<file path="src/rtl/wtg_predictor.sv">
// wtg_predictor: direct-mapped BTB next-PC predictor with a registered execute-side resolve, redirect and training path.
// Optional perf counters are built when WTG_PERF_EN is defined; otherwise perf_* are tied to zero.
`ifndef WTG_OP_BIT
`define WTG_OP_BIT  4
`define WTG_OP_NOP  4'd0
`define WTG_OP_J32  4'd1
`define WTG_OP_J26  4'd2
`define WTG_OP_BEQ  4'd3
`define WTG_OP_BNE  4'd4
`define WTG_OP_BLEZ 4'd5
`define WTG_OP_BGTZ 4'd6
`define WTG_OP_BLTZ 4'd7
`define WTG_OP_BGEZ 4'd8
`define WTG_OP_ALU  4'd9
`endif

module wtg_predictor #(
    parameter int unsigned ENTRIES  = 16,
    parameter logic [1:0]  CTR_INIT = 2'b10
) (
    input  logic                   clk,
    input  logic                   rst,
    input  logic [31:0]            f_pc,
    output logic [31:0]            f_pred_pc,
    output logic                   f_pred_taken,
    input  logic                   r_valid,
    input  logic [`WTG_OP_BIT-1:0] r_op,
    input  logic [31:0]            r_pc,
    input  logic [31:0]            r_pred_pc,
    input  logic [31:0]            r_off32,
    input  logic [25:0]            r_imm26,
    input  logic [31:0]            r_data_x,
    input  logic [31:0]            r_data_y,
    output logic                   redirect_valid,
    output logic [31:0]            redirect_pc,
    output logic                   branched,
    output logic [31:0]            perf_branches,
    output logic [31:0]            perf_mispredicts
);
    localparam int unsigned IDX_W = $clog2(ENTRIES);
    localparam int unsigned TAG_W = 32 - IDX_W - 2;

    logic [ENTRIES-1:0] valid_q;
    logic [ENTRIES-1:0] uncond_q;
    logic [TAG_W-1:0]   tag_q    [ENTRIES];
    logic [31:0]        target_q [ENTRIES];
    logic [1:0]         ctr_q    [ENTRIES];

    logic [IDX_W-1:0] f_idx;
    logic             f_hit;

    always_comb begin
        f_idx        = f_pc[IDX_W+1:2];
        f_hit        = valid_q[f_idx] && (tag_q[f_idx] == f_pc[31:IDX_W+2]);
        f_pred_taken = f_hit && (uncond_q[f_idx] || ctr_q[f_idx][1]);
        f_pred_pc    = f_pred_taken ? target_q[f_idx] : f_pc + 32'd4;
    end

    logic [31:0]      pc_4;
    logic [31:0]      br_tgt;
    logic [31:0]      actual;
    logic             is_jump;
    logic             is_cond;
    logic             cond_taken;
    logic [IDX_W-1:0] r_idx;
    logic [TAG_W-1:0] r_tag;
    logic             r_hit;

    always_comb begin
        pc_4       = r_pc + 32'd4;
        br_tgt     = pc_4 + (r_off32 << 2);
        is_jump    = 1'b0;
        is_cond    = 1'b0;
        cond_taken = 1'b0;
        actual     = pc_4;
        case (r_op)
            `WTG_OP_J32: begin
                is_jump = 1'b1;
                actual  = r_data_x;
            end
            `WTG_OP_J26: begin
                is_jump = 1'b1;
                actual  = {pc_4[31:28], r_imm26, 2'b00};
            end
            `WTG_OP_BEQ: begin
                is_cond    = 1'b1;
                cond_taken = (r_data_x == r_data_y);
            end
            `WTG_OP_BNE: begin
                is_cond    = 1'b1;
                cond_taken = (r_data_x != r_data_y);
            end
            `WTG_OP_BLEZ: begin
                is_cond    = 1'b1;
                cond_taken = ($signed(r_data_x) <= $signed(r_data_y));
            end
            `WTG_OP_BGTZ: begin
                is_cond    = 1'b1;
                cond_taken = ($signed(r_data_x) > $signed(r_data_y));
            end
            `WTG_OP_BLTZ: begin
                is_cond    = 1'b1;
                cond_taken = ($signed(r_data_x) < $signed(r_data_y));
            end
            `WTG_OP_BGEZ: begin
                is_cond    = 1'b1;
                cond_taken = ($signed(r_data_x) >= $signed(r_data_y));
            end
            default: ;
        endcase
        if (cond_taken) actual = br_tgt;
        r_idx = r_pc[IDX_W+1:2];
        r_tag = r_pc[31:IDX_W+2];
        r_hit = valid_q[r_idx] && (tag_q[r_idx] == r_tag);
    end

    logic        redirect_valid_q, redirect_valid_d;
    logic [31:0] redirect_pc_q,    redirect_pc_d;
    logic        branched_q,       branched_d;

    always_comb begin
        redirect_valid_d = r_valid && (actual != r_pred_pc);
        redirect_pc_d    = r_valid ? actual : redirect_pc_q;
        branched_d       = r_valid && is_cond && cond_taken;
    end

    always_ff @(posedge clk) begin
        if (rst) begin
            redirect_valid_q <= 1'b0;
            redirect_pc_q    <= '0;
            branched_q       <= 1'b0;
        end else begin
            redirect_valid_q <= redirect_valid_d;
            redirect_pc_q    <= redirect_pc_d;
            branched_q       <= branched_d;
        end
    end

    assign redirect_valid = redirect_valid_q;
    assign redirect_pc    = redirect_pc_q;
    assign branched       = branched_q;

    // Miss allocation overwrites whatever aliased entry sits at the index.
    always_ff @(posedge clk) begin
        if (rst) begin
            valid_q  <= '0;
            uncond_q <= '0;
            for (int unsigned i = 0; i < ENTRIES; i++) begin
                tag_q[i]    <= '0;
                target_q[i] <= '0;
                ctr_q[i]    <= '0;
            end
        end else if (r_valid && (is_jump || is_cond)) begin
            if (r_hit) begin
                if (is_jump) begin
                    target_q[r_idx] <= actual;
                end else if (cond_taken) begin
                    target_q[r_idx] <= actual;
                    if (ctr_q[r_idx] != 2'b11) ctr_q[r_idx] <= ctr_q[r_idx] + 2'd1;
                end else if (ctr_q[r_idx] != 2'b00) begin
                    ctr_q[r_idx] <= ctr_q[r_idx] - 2'd1;
                end
            end else if (is_jump || cond_taken) begin
                valid_q[r_idx]  <= 1'b1;
                uncond_q[r_idx] <= is_jump;
                tag_q[r_idx]    <= r_tag;
                target_q[r_idx] <= actual;
                ctr_q[r_idx]    <= is_jump ? 2'b11 : CTR_INIT;
            end
        end
    end

`ifdef WTG_PERF_EN
    logic [31:0] perf_br_q;
    logic [31:0] perf_mp_q;

    always_ff @(posedge clk) begin
        if (rst) begin
            perf_br_q <= '0;
            perf_mp_q <= '0;
        end else begin
            if (r_valid && (is_jump || is_cond)) perf_br_q <= perf_br_q + 32'd1;
            if (redirect_valid_d) perf_mp_q <= perf_mp_q + 32'd1;
        end
    end

    assign perf_branches    = perf_br_q;
    assign perf_mispredicts = perf_mp_q;
`else
    assign perf_branches    = '0;
    assign perf_mispredicts = '0;
`endif

endmodule

</file>
<file path="config.mk">
export PLATFORM = sky130hd
export DESIGN_NAME = wtg_predictor
export DESIGN_NICKNAME = d
export VERILOG_FILES = /design/src/rtl/wtg_predictor.sv
export SDC_FILE = /design/constraint.sdc
export NUM_CORES = 2
export LEC_CHECK = 0
export ABC_AREA = 0
export CAP_MARGIN = 20
export CORE_UTILIZATION = 65
export CTS_CLUSTER_SIZE = 40
export DETAILED_ROUTE_END_ITERATION = 8
export PLACE_DENSITY = 0.86
export SLEW_MARGIN = 25
export SYNTH_ARGS = -nofsm -noshare
export SYNTH_HDL_FRONTEND = slang
export SYNTH_SLANG_ARGS = --single-unit
</file>
<file path="constraint.sdc">
create_clock -name clk -period 14.16 [get_ports clk]
set_clock_uncertainty 0.1 [all_clocks]
set_input_delay 1.416 -clock clk [delete_from_list [all_inputs] [get_ports clk]]
set_output_delay 1.416 -clock clk [all_outputs]
set_load 0.02 [all_outputs]
</file>
# [Yosys cells after proc, flatten, opt, wreduce, memory -nomap -nowiden]
# Memories as Yosys holds them, arrays and structs flattened.
# Index checks and enable logic that the tools add are counted.
[totals] rom_bits=0 latch_bits=0 n_memories=3 input_bits=225 mem_bits_rw=960 regBits=66 elab_cells=119
[memory_table] memory="target_q" depth=16 width=32 rd=1 rd_clocked_by_memory_dff=0 write_ports=16 line_no="46" source="logic [31:0] target_q [ENTRIES];"
[memory_table] memory="tag_q" depth=16 width=26 rd=2 rd_clocked_by_memory_dff=0 write_ports=16 line_no="45" source="logic [TAG_W-1:0] tag_q [ENTRIES];"
[memory_table] memory="ctr_q" depth=16 width=2 rd=2 rd_clocked_by_memory_dff=0 write_ports=16 line_no="47" source="logic [1:0] ctr_q [ENTRIES];"
[classes] order_cmp=7 muxes=61 reduce_logical=18 n_addsub=5 mul=0 n_eq_ne=14 div_mod_pow=0 n_bitwise=6 shifts=0
[op_table] op="two-way mux 32 bit" count=5
[op_table] op="adder 32 x 3 -> 32 bit, second input constant" count=2
[op_table] op="!= test 32 bit" count=2
[op_table] op="case mux 32 bit (2 select lines)" count=1
[op_table] op="equality test 26 bit" count=2
[op_table] op="two-way mux 1 bit" count=42
[op_table] op="adder 32 bit" count=1
[op_table] op="equality test 32 bit" count=1
[op_table] op=">= comparator 32 bit" count=1
[op_table] op="greater-than comparator 32 bit" count=1
[op_table] op="<= comparator 32 bit" count=1
[op_table] op="less-than comparator 32 bit" count=1
[op_table] op="OR reduction 32 bit" count=1
[op_table] op="two-way mux 26 bit" count=1
[op_table] op="OR reduction 26 bit" count=1
[op_table] op="bitwise mux 16 bit" count=1
[op_table] op="equality test 4 x 3 -> 1 bit, second input constant" count=4
[op_table] op="OR 16 bit" count=1
[op_table] op="binary-select mux 1 bit (select 4 bit)" count=3
[op_table] op="two-way mux 4 bit" count=3
[op_table] op="less-than comparator 4 x 5 -> 1 bit, second input constant" count=2
[op_table] op="equality test 4 x 2 -> 1 bit, second input constant" count=2
[op_table] op="logical AND 1 bit" count=8
[op_table] op="two-way mux 2 bit" count=3
[op_table] op="15 further kinds" count=21

# [Logic depth before layout (Yosys ltp)]
# An unclocked memory read counts as a cell.
[logic_depth] ltp_word=13 mapped_depth=21 mapped_depth_nobuf=18

# [Worst setup path before layout]
# Ideal clock, no wire load.
[synth_timing] kind="input port to flip-flop" start="in r_data_y[31]" end="reg uncond_q[12]" setup_time_ps=240 setup_slack_ps=7787 cell_stages=14 arrival_time_ps=6034 cell_sequence="inv_1 -> ha_1 -> nand4_1 -> nor4_1 -> and3_1 -> nand3_1 -> a21o_1 -> a311o_1 -> buf_2 -> nand2_1 -> o211ai_1 -> clkbuf_2 -> o21ai_0 -> o32ai_1"
[synth_between] elab_chain_len=4
[synth_rtl] element="start, declared" line_no="33" source="input logic [31:0] r_data_y,"
[synth_rtl] element=">= comparator 32 bit, or another cell as far along" line_no="107" source="cond_taken = ($signed(r_data_x) >= $signed(r_data_y));"
[synth_rtl] element="case mux 1 bit (6 select lines) (*)" line_no="76" source="case (r_op)"
[synth_rtl] element="logical OR 1 bit (*)" line_no="163" source="end else if (is_jump || cond_taken) begin"
[synth_rtl] element="AND reduction 3 bit (no source line) (*)"
[synth_rtl] element="end signal, assigned by index" line_no="165" source="uncond_q[r_idx] <= is_jump;"
[synth_rtl] element="end, declared" line_no="44" source="logic [ENTRIES-1:0] uncond_q;"
# Mark *: on every way between the ends. The rest lies on a longest branch, timed or not.
# A chain may end at the register's enable or synchronous reset.

# [Worst setup path in the final report]
[layout_timing] start="in f_pc[2]" end="out f_pred_pc[2]"
[layout_between] elab_chain_len=5
[layout_rtl] element="start, declared" line_no="23" source="input logic [31:0] f_pc,"
[layout_rtl] element="memory read (16 x 26 bit), or another cell as far along"
[layout_rtl] element="equality test 26 bit, or another cell as far along" line_no="54" source="f_hit = valid_q[f_idx] && (tag_q[f_idx] == f_pc[31:IDX_W+2]);"
[layout_rtl] element="logical AND 1 bit or logical OR 1 bit (tied branches)" line_no="54, 55"
[layout_rtl] element="logical AND 1 bit" line_no="55" source="f_pred_taken = f_hit && (uncond_q[f_idx] || ctr_q[f_idx][1]);"
[layout_rtl] element="two-way mux 32 bit (*)" line_no="56" source="f_pred_pc = f_pred_taken ? target_q[f_idx] : f_pc + 32'd4;"
[layout_rtl] element="end, declared" line_no="24" source="output logic [31:0] f_pred_pc,"
# Mark *: on every way between the ends. The rest lies on a longest branch, timed or not. The select of a mux whose other input is x is not followed.

==> impl_table.tex <==
\begin{tabular}{lr}
\hline
Metric & Value \\
\hline
\multicolumn{2}{l}{\textbf{Synthesis}} \\
\quad Synthesized netlist cell count & 4088 \\
\quad Sequential area share after synthesis & between 50\% and 60\% \\
\quad Most common flop cell mapped by yosys & sky130\_fd\_sc\_hd\_\_edfxtp\_1 \\
\quad Synthesized area per cell & between 10 and 15 sq um \\
\quad Area of the mapped netlist & $\sim$0.055 sq mm \\
\quad Yosys warnings & 0 \\
\quad Post-synthesis register bit count & around 1000 \\
\quad Yosys cell types & 84 \\
\quad Number of enable flip-flop cells after synthesis & 960 \\
\quad Async set-or-reset flop fraction in the synthesized netlist & 0\% \\
\multicolumn{2}{l}{\textbf{Clocking}} \\
\quad Clock slew seen by the registers of the worst setup and hold paths & 0.06 ns \\
\quad Longest Clk Path Bufs & 3 \\
\quad H-tree Lvls & 3 \\
\quad Number of sinks on the clock net & 1026 \\
\quad Clock tree from TritonCTS & yes \\
\quad Total clock buffers created by CTS & between 100 and 150 \\
\quad Post-CTS sizing & 0 \\
\quad CTS Root Buffer Type & sky130\_fd\_sc\_hd\_\_clkbuf\_16 \\
\quad Skew-Pair Late Insertion Delay & about 0.72 ns \\
\quad Hold-fix buffer count after cts & 0 \\
\quad Post-CTS setup buffer count & 0 \\
\multicolumn{2}{l}{\textbf{GRT}} \\
\quad Global Route Usage Sum & between 40\% and 50\% \\
\quad Largest net degree at the start of global routing & between 80 and 90 \\
\quad Global-route wire length before repair & approximately 270000 um \\
\quad Number of global-route vias before repair & approximately 40000 \\
\quad Antenna violations before repair & 7 \\
\quad Final global-route overflow total & 0 \\
\multicolumn{2}{l}{\textbf{Placed design}} \\
\quad Port Buf Inserts & 289 \\
\quad Gp weighted congestion & 0.9883 \\
\quad Half-perimeter wire length of the detailed placement result & roughly 110000 um \\
\multicolumn{2}{l}{\textbf{Floorplan}} \\
\quad X dimension of the die & a little under 300 um \\
\quad Die H & about 290 um \\
\quad Die Outline Area & about 0.085 sq mm \\
\quad Floorplan row count & $\sim$110 \\
\quad Area of the placeable core & 0.08356 sq mm \\
\quad Starting utilization of the core area & between 60\% and 70\% \\
\quad Number of primary I/O pins & roughly 360 \\
\multicolumn{2}{l}{\textbf{Finish}} \\
\quad Most common cell after layout, fill and taps aside & sky130\_fd\_sc\_hd\_\_edfxtp\_1 \\
\quad Layout cell share with drive strength beyond 1 & between 10\% and 20\% \\
\quad Register area & about 0.030 sq mm \\
\quad Area growth, synth to finish & 13.50\% \\
\quad Number of fill cells & between 4000 and 5000 \\
\quad Multi-input gate area in the final layout & about 0.023 sq mm \\
\quad Final net count & approximately 4500 \\
\quad Most used cells in the layout excluding fill and tap cells & 960 x sky130\_fd\_sc\_hd\_\_edfxtp\_1, 640 x sky130\_fd\_sc\_hd\_\_nor2\_1, 440 x sky130\_fd\_sc\_hd\_\_mux4\_2, 338 x sky130\_fd\_sc\_hd\_\_and2\_1, 280 x sky130\_fd\_sc\_hd\_\_clkdlybuf4s50\_1 \\
\multicolumn{2}{l}{\textbf{Timing}} \\
\quad Minimum period implied by the final worst setup slack & 8.364 ns \\
\quad Max Freq & approximately 120 MHz \\
\quad Total count of max-transition violations in the final report & 0 \\
\quad Unrepaired setup endpoints after global routing & no \\
\quad Actual slew at the worst max-slew pin & roughly 1.2 ns \\
\quad Max-Slew Margin vs Limit & between 20\% and 30\% \\
\quad Final clock period utilization by the worst path & $\sim$59\% \\
\quad Setup tns final & 0 ns \\
\quad Hold violation count in the final report & 0 \\
\quad Final count of negative-setup-slack endpoints & 0 \\
\multicolumn{2}{l}{\textbf{Routing}} \\
\quad Via total after detailed routing & $\sim$41000 \\
\quad Total iterations of the first detailed-routing run & 8 \\
\quad Final routed wirelength across all metal layers & 190300 um \\
\quad Remaining routing DRC violations & 0 \\
\quad Post-DRT Antenna Nets & 0 \\
\quad 1st-iter DRT viols & approximately 7800 \\
\quad Via density per instance & between 7 and 8 \\
\quad Routed len/inst & between 30 and 40 um \\
\multicolumn{2}{l}{\textbf{Critical path}} \\
\quad Critical Path Source Type & input port \\
\quad Crit-path max FO & between 70 and 80 \\
\quad Data required time of the critical path & $\sim$13 ns \\
\quad Endpoint type of the worst setup path & output port \\
\quad Type of the setup path with the least slack & in -> out \\
\quad Critical path arrival & around 6.9 ns \\
\multicolumn{2}{l}{\textbf{Job}} \\
\quad Max-cap violations & 0 \\
\multicolumn{2}{l}{\textbf{Power and ir drop}} \\
\quad Leakage Power & 21.29 nW \\
\quad Pwr Total & about 7.6 mW \\
\quad Max IR drop VDD & slightly above 0.1 mV \\
\quad Power density cells & 122.0 mW/mm\^{}2 \\
\multicolumn{2}{l}{\textbf{Run status}} \\
\quad Run status & finished clean \\
\multicolumn{2}{l}{\textbf{Worst hold path}} \\
\quad Worst hold-check path type & reg -> reg \\
\hline
\end{tabular}
cells in the mapped netlist (10+ instances only):
| library cell | number | area, sq um |
|---|---|---|
| sky130_fd_sc_hd__nand3_1 | 67 | 335.3 |
| sky130_fd_sc_hd__mux2i_1 | 16 | 160.2 |
| sky130_fd_sc_hd__nand2b_1 | 14 | 87.58 |
| sky130_fd_sc_hd__and2_1 | 338 | 2115 |
| sky130_fd_sc_hd__nor3_1 | 105 | 525.5 |
| sky130_fd_sc_hd__o32ai_1 | 15 | 131.4 |
| sky130_fd_sc_hd__a211oi_1 | 29 | 217.7 |
| sky130_fd_sc_hd__nor2_1 | 656 | 2462 |
| sky130_fd_sc_hd__xor2_1 | 42 | 367.9 |
| sky130_fd_sc_hd__a22oi_1 | 13 | 97.59 |
| sky130_fd_sc_hd__mux2_2 | 37 | 416.7 |
| sky130_fd_sc_hd__clkbuf_1 | 244 | 915.9 |
| sky130_fd_sc_hd__buf_4 | 73 | 548.0 |
| sky130_fd_sc_hd__dfxtp_1 | 66 | 1321 |
| sky130_fd_sc_hd__and3_1 | 24 | 150.1 |
| sky130_fd_sc_hd__inv_1 | 90 | 337.8 |
| sky130_fd_sc_hd__a21o_1 | 26 | 195.2 |
| sky130_fd_sc_hd__o211ai_1 | 10 | 75.07 |
| sky130_fd_sc_hd__mux4_2 | 440 | 9910 |
| sky130_fd_sc_hd__buf_1 | 30 | 112.6 |
| sky130_fd_sc_hd__buf_2 | 62 | 310.3 |
| sky130_fd_sc_hd__nor2b_1 | 29 | 181.4 |
| sky130_fd_sc_hd__o21a_1 | 11 | 82.58 |
| sky130_fd_sc_hd__nand2_1 | 145 | 544.3 |
| sky130_fd_sc_hd__ha_1 | 66 | 825.8 |
| sky130_fd_sc_hd__xnor2_1 | 113 | 989.7 |
| sky130_fd_sc_hd__edfxtp_1 | 960 | 28830 |
| sky130_fd_sc_hd__nor4_1 | 12 | 75.07 |
| sky130_fd_sc_hd__a21oi_1 | 81 | 405.4 |
| sky130_fd_sc_hd__o21ai_0 | 71 | 355.3 |
| sky130_fd_sc_hd__nand4_1 | 39 | 244.0 |
per-layer routing:
metal	share of wire (%)	up-vias	track usage (%)
met1	30	19225	53.75
met5	0.12	-	0
met2	45	4714	67.57
li1	-	15507	-
met4	8.1	12	28.68
met3	17	1141	14.85
worst paths after layout:
check,endpoint,cells after the start,startpoint,slack (ns)
max,f_pred_pc[2],12,f_pc[2],5.80
min,uncond_q[14],2,uncond_q[14],0.35
max reg2reg,tag_q[10][10],11,tag_q[3][20],7.81
min reg2reg,uncond_q[14],2,uncond_q[14],0.35
cells by family (layout without fill, tap and decap cells):
family | after synthesis | after routing | share of synthesized area [%]
DFF | 1026 | 1026 | 55.02
muxes | 493 | 493 | 19.14
AOI/OAI and AO/OA | 355 | 355 | 4.437
xor gates and xnor gates | 160 | 160 | 2.690
buffers and inverters | 507 | 680 | 4.144
and+or+nand+nor | 1479 | 1479 | 13.02
adders and majority gates | 67 | 67 | 1.544
other | 1 | 67 | 0.006844
worst max-delay path: stages:
cell and delay (ns):
sky130_fd_sc_hd__buf_8 0.65, sky130_fd_sc_hd__buf_4 0.88, sky130_fd_sc_hd__mux4_2 0.62, sky130_fd_sc_hd__mux4_2 0.64, sky130_fd_sc_hd__xnor2_1 0.22, sky130_fd_sc_hd__nand4_1 0.10
sky130_fd_sc_hd__nor4_1 0.32, sky130_fd_sc_hd__nand4_1 0.38, sky130_fd_sc_hd__buf_6 0.30, sky130_fd_sc_hd__buf_4 0.24, sky130_fd_sc_hd__a21oi_1 0.27, sky130_fd_sc_hd__clkdlybuf4s50_1 0.69
report_power, final:
part,total [mW],switching (mW),internal (mW)
clock,2.82,1.28,1.54
sequential,3.56,0.0885,3.47
combinational,1.21,0.737,0.471
total,7.59,2.10,5.49
stage by stage:
stage	worst slack [ns]	std cells	instance area [sq um]	hold slack [ns]	util (%)
final	5.796	5407	62190	0.3537	74.44
after detailed placement	5.332	5209	58590	0.3442	70.12
after global routing	5.466	5404	62190	0.3727	74.43
after global placement	5.333	5209	58490	0.3401	70.01
after floorplan	7.787	4151	55030	0.3308	-
after CTS	5.265	5401	62030	0.3535	74.24
flip-flops by register name (all words and copies together), names as in the netlist:
| name | flops |
|---|---|
| valid_q | 16 |
| ctr_q | 32 |
| tag_q | 416 |
| redirect_pc | 32 |
| branched | 1 |
| uncond_q | 16 |
| redirect_valid | 1 |
| target_q | 512 |
final cells by class:
cell class,instances,area share [%]
multi-input combinational,2618,37.28
sequential,1026,48.48
tap,1080,2.173
clock buffer,118,4.317
antenna,3,0.01207
clock inverter,74,1.217
timing repair buffer,393,5.949
inverter,95,0.5754
No activity file was read; power rests on OpenSTA's default activity.
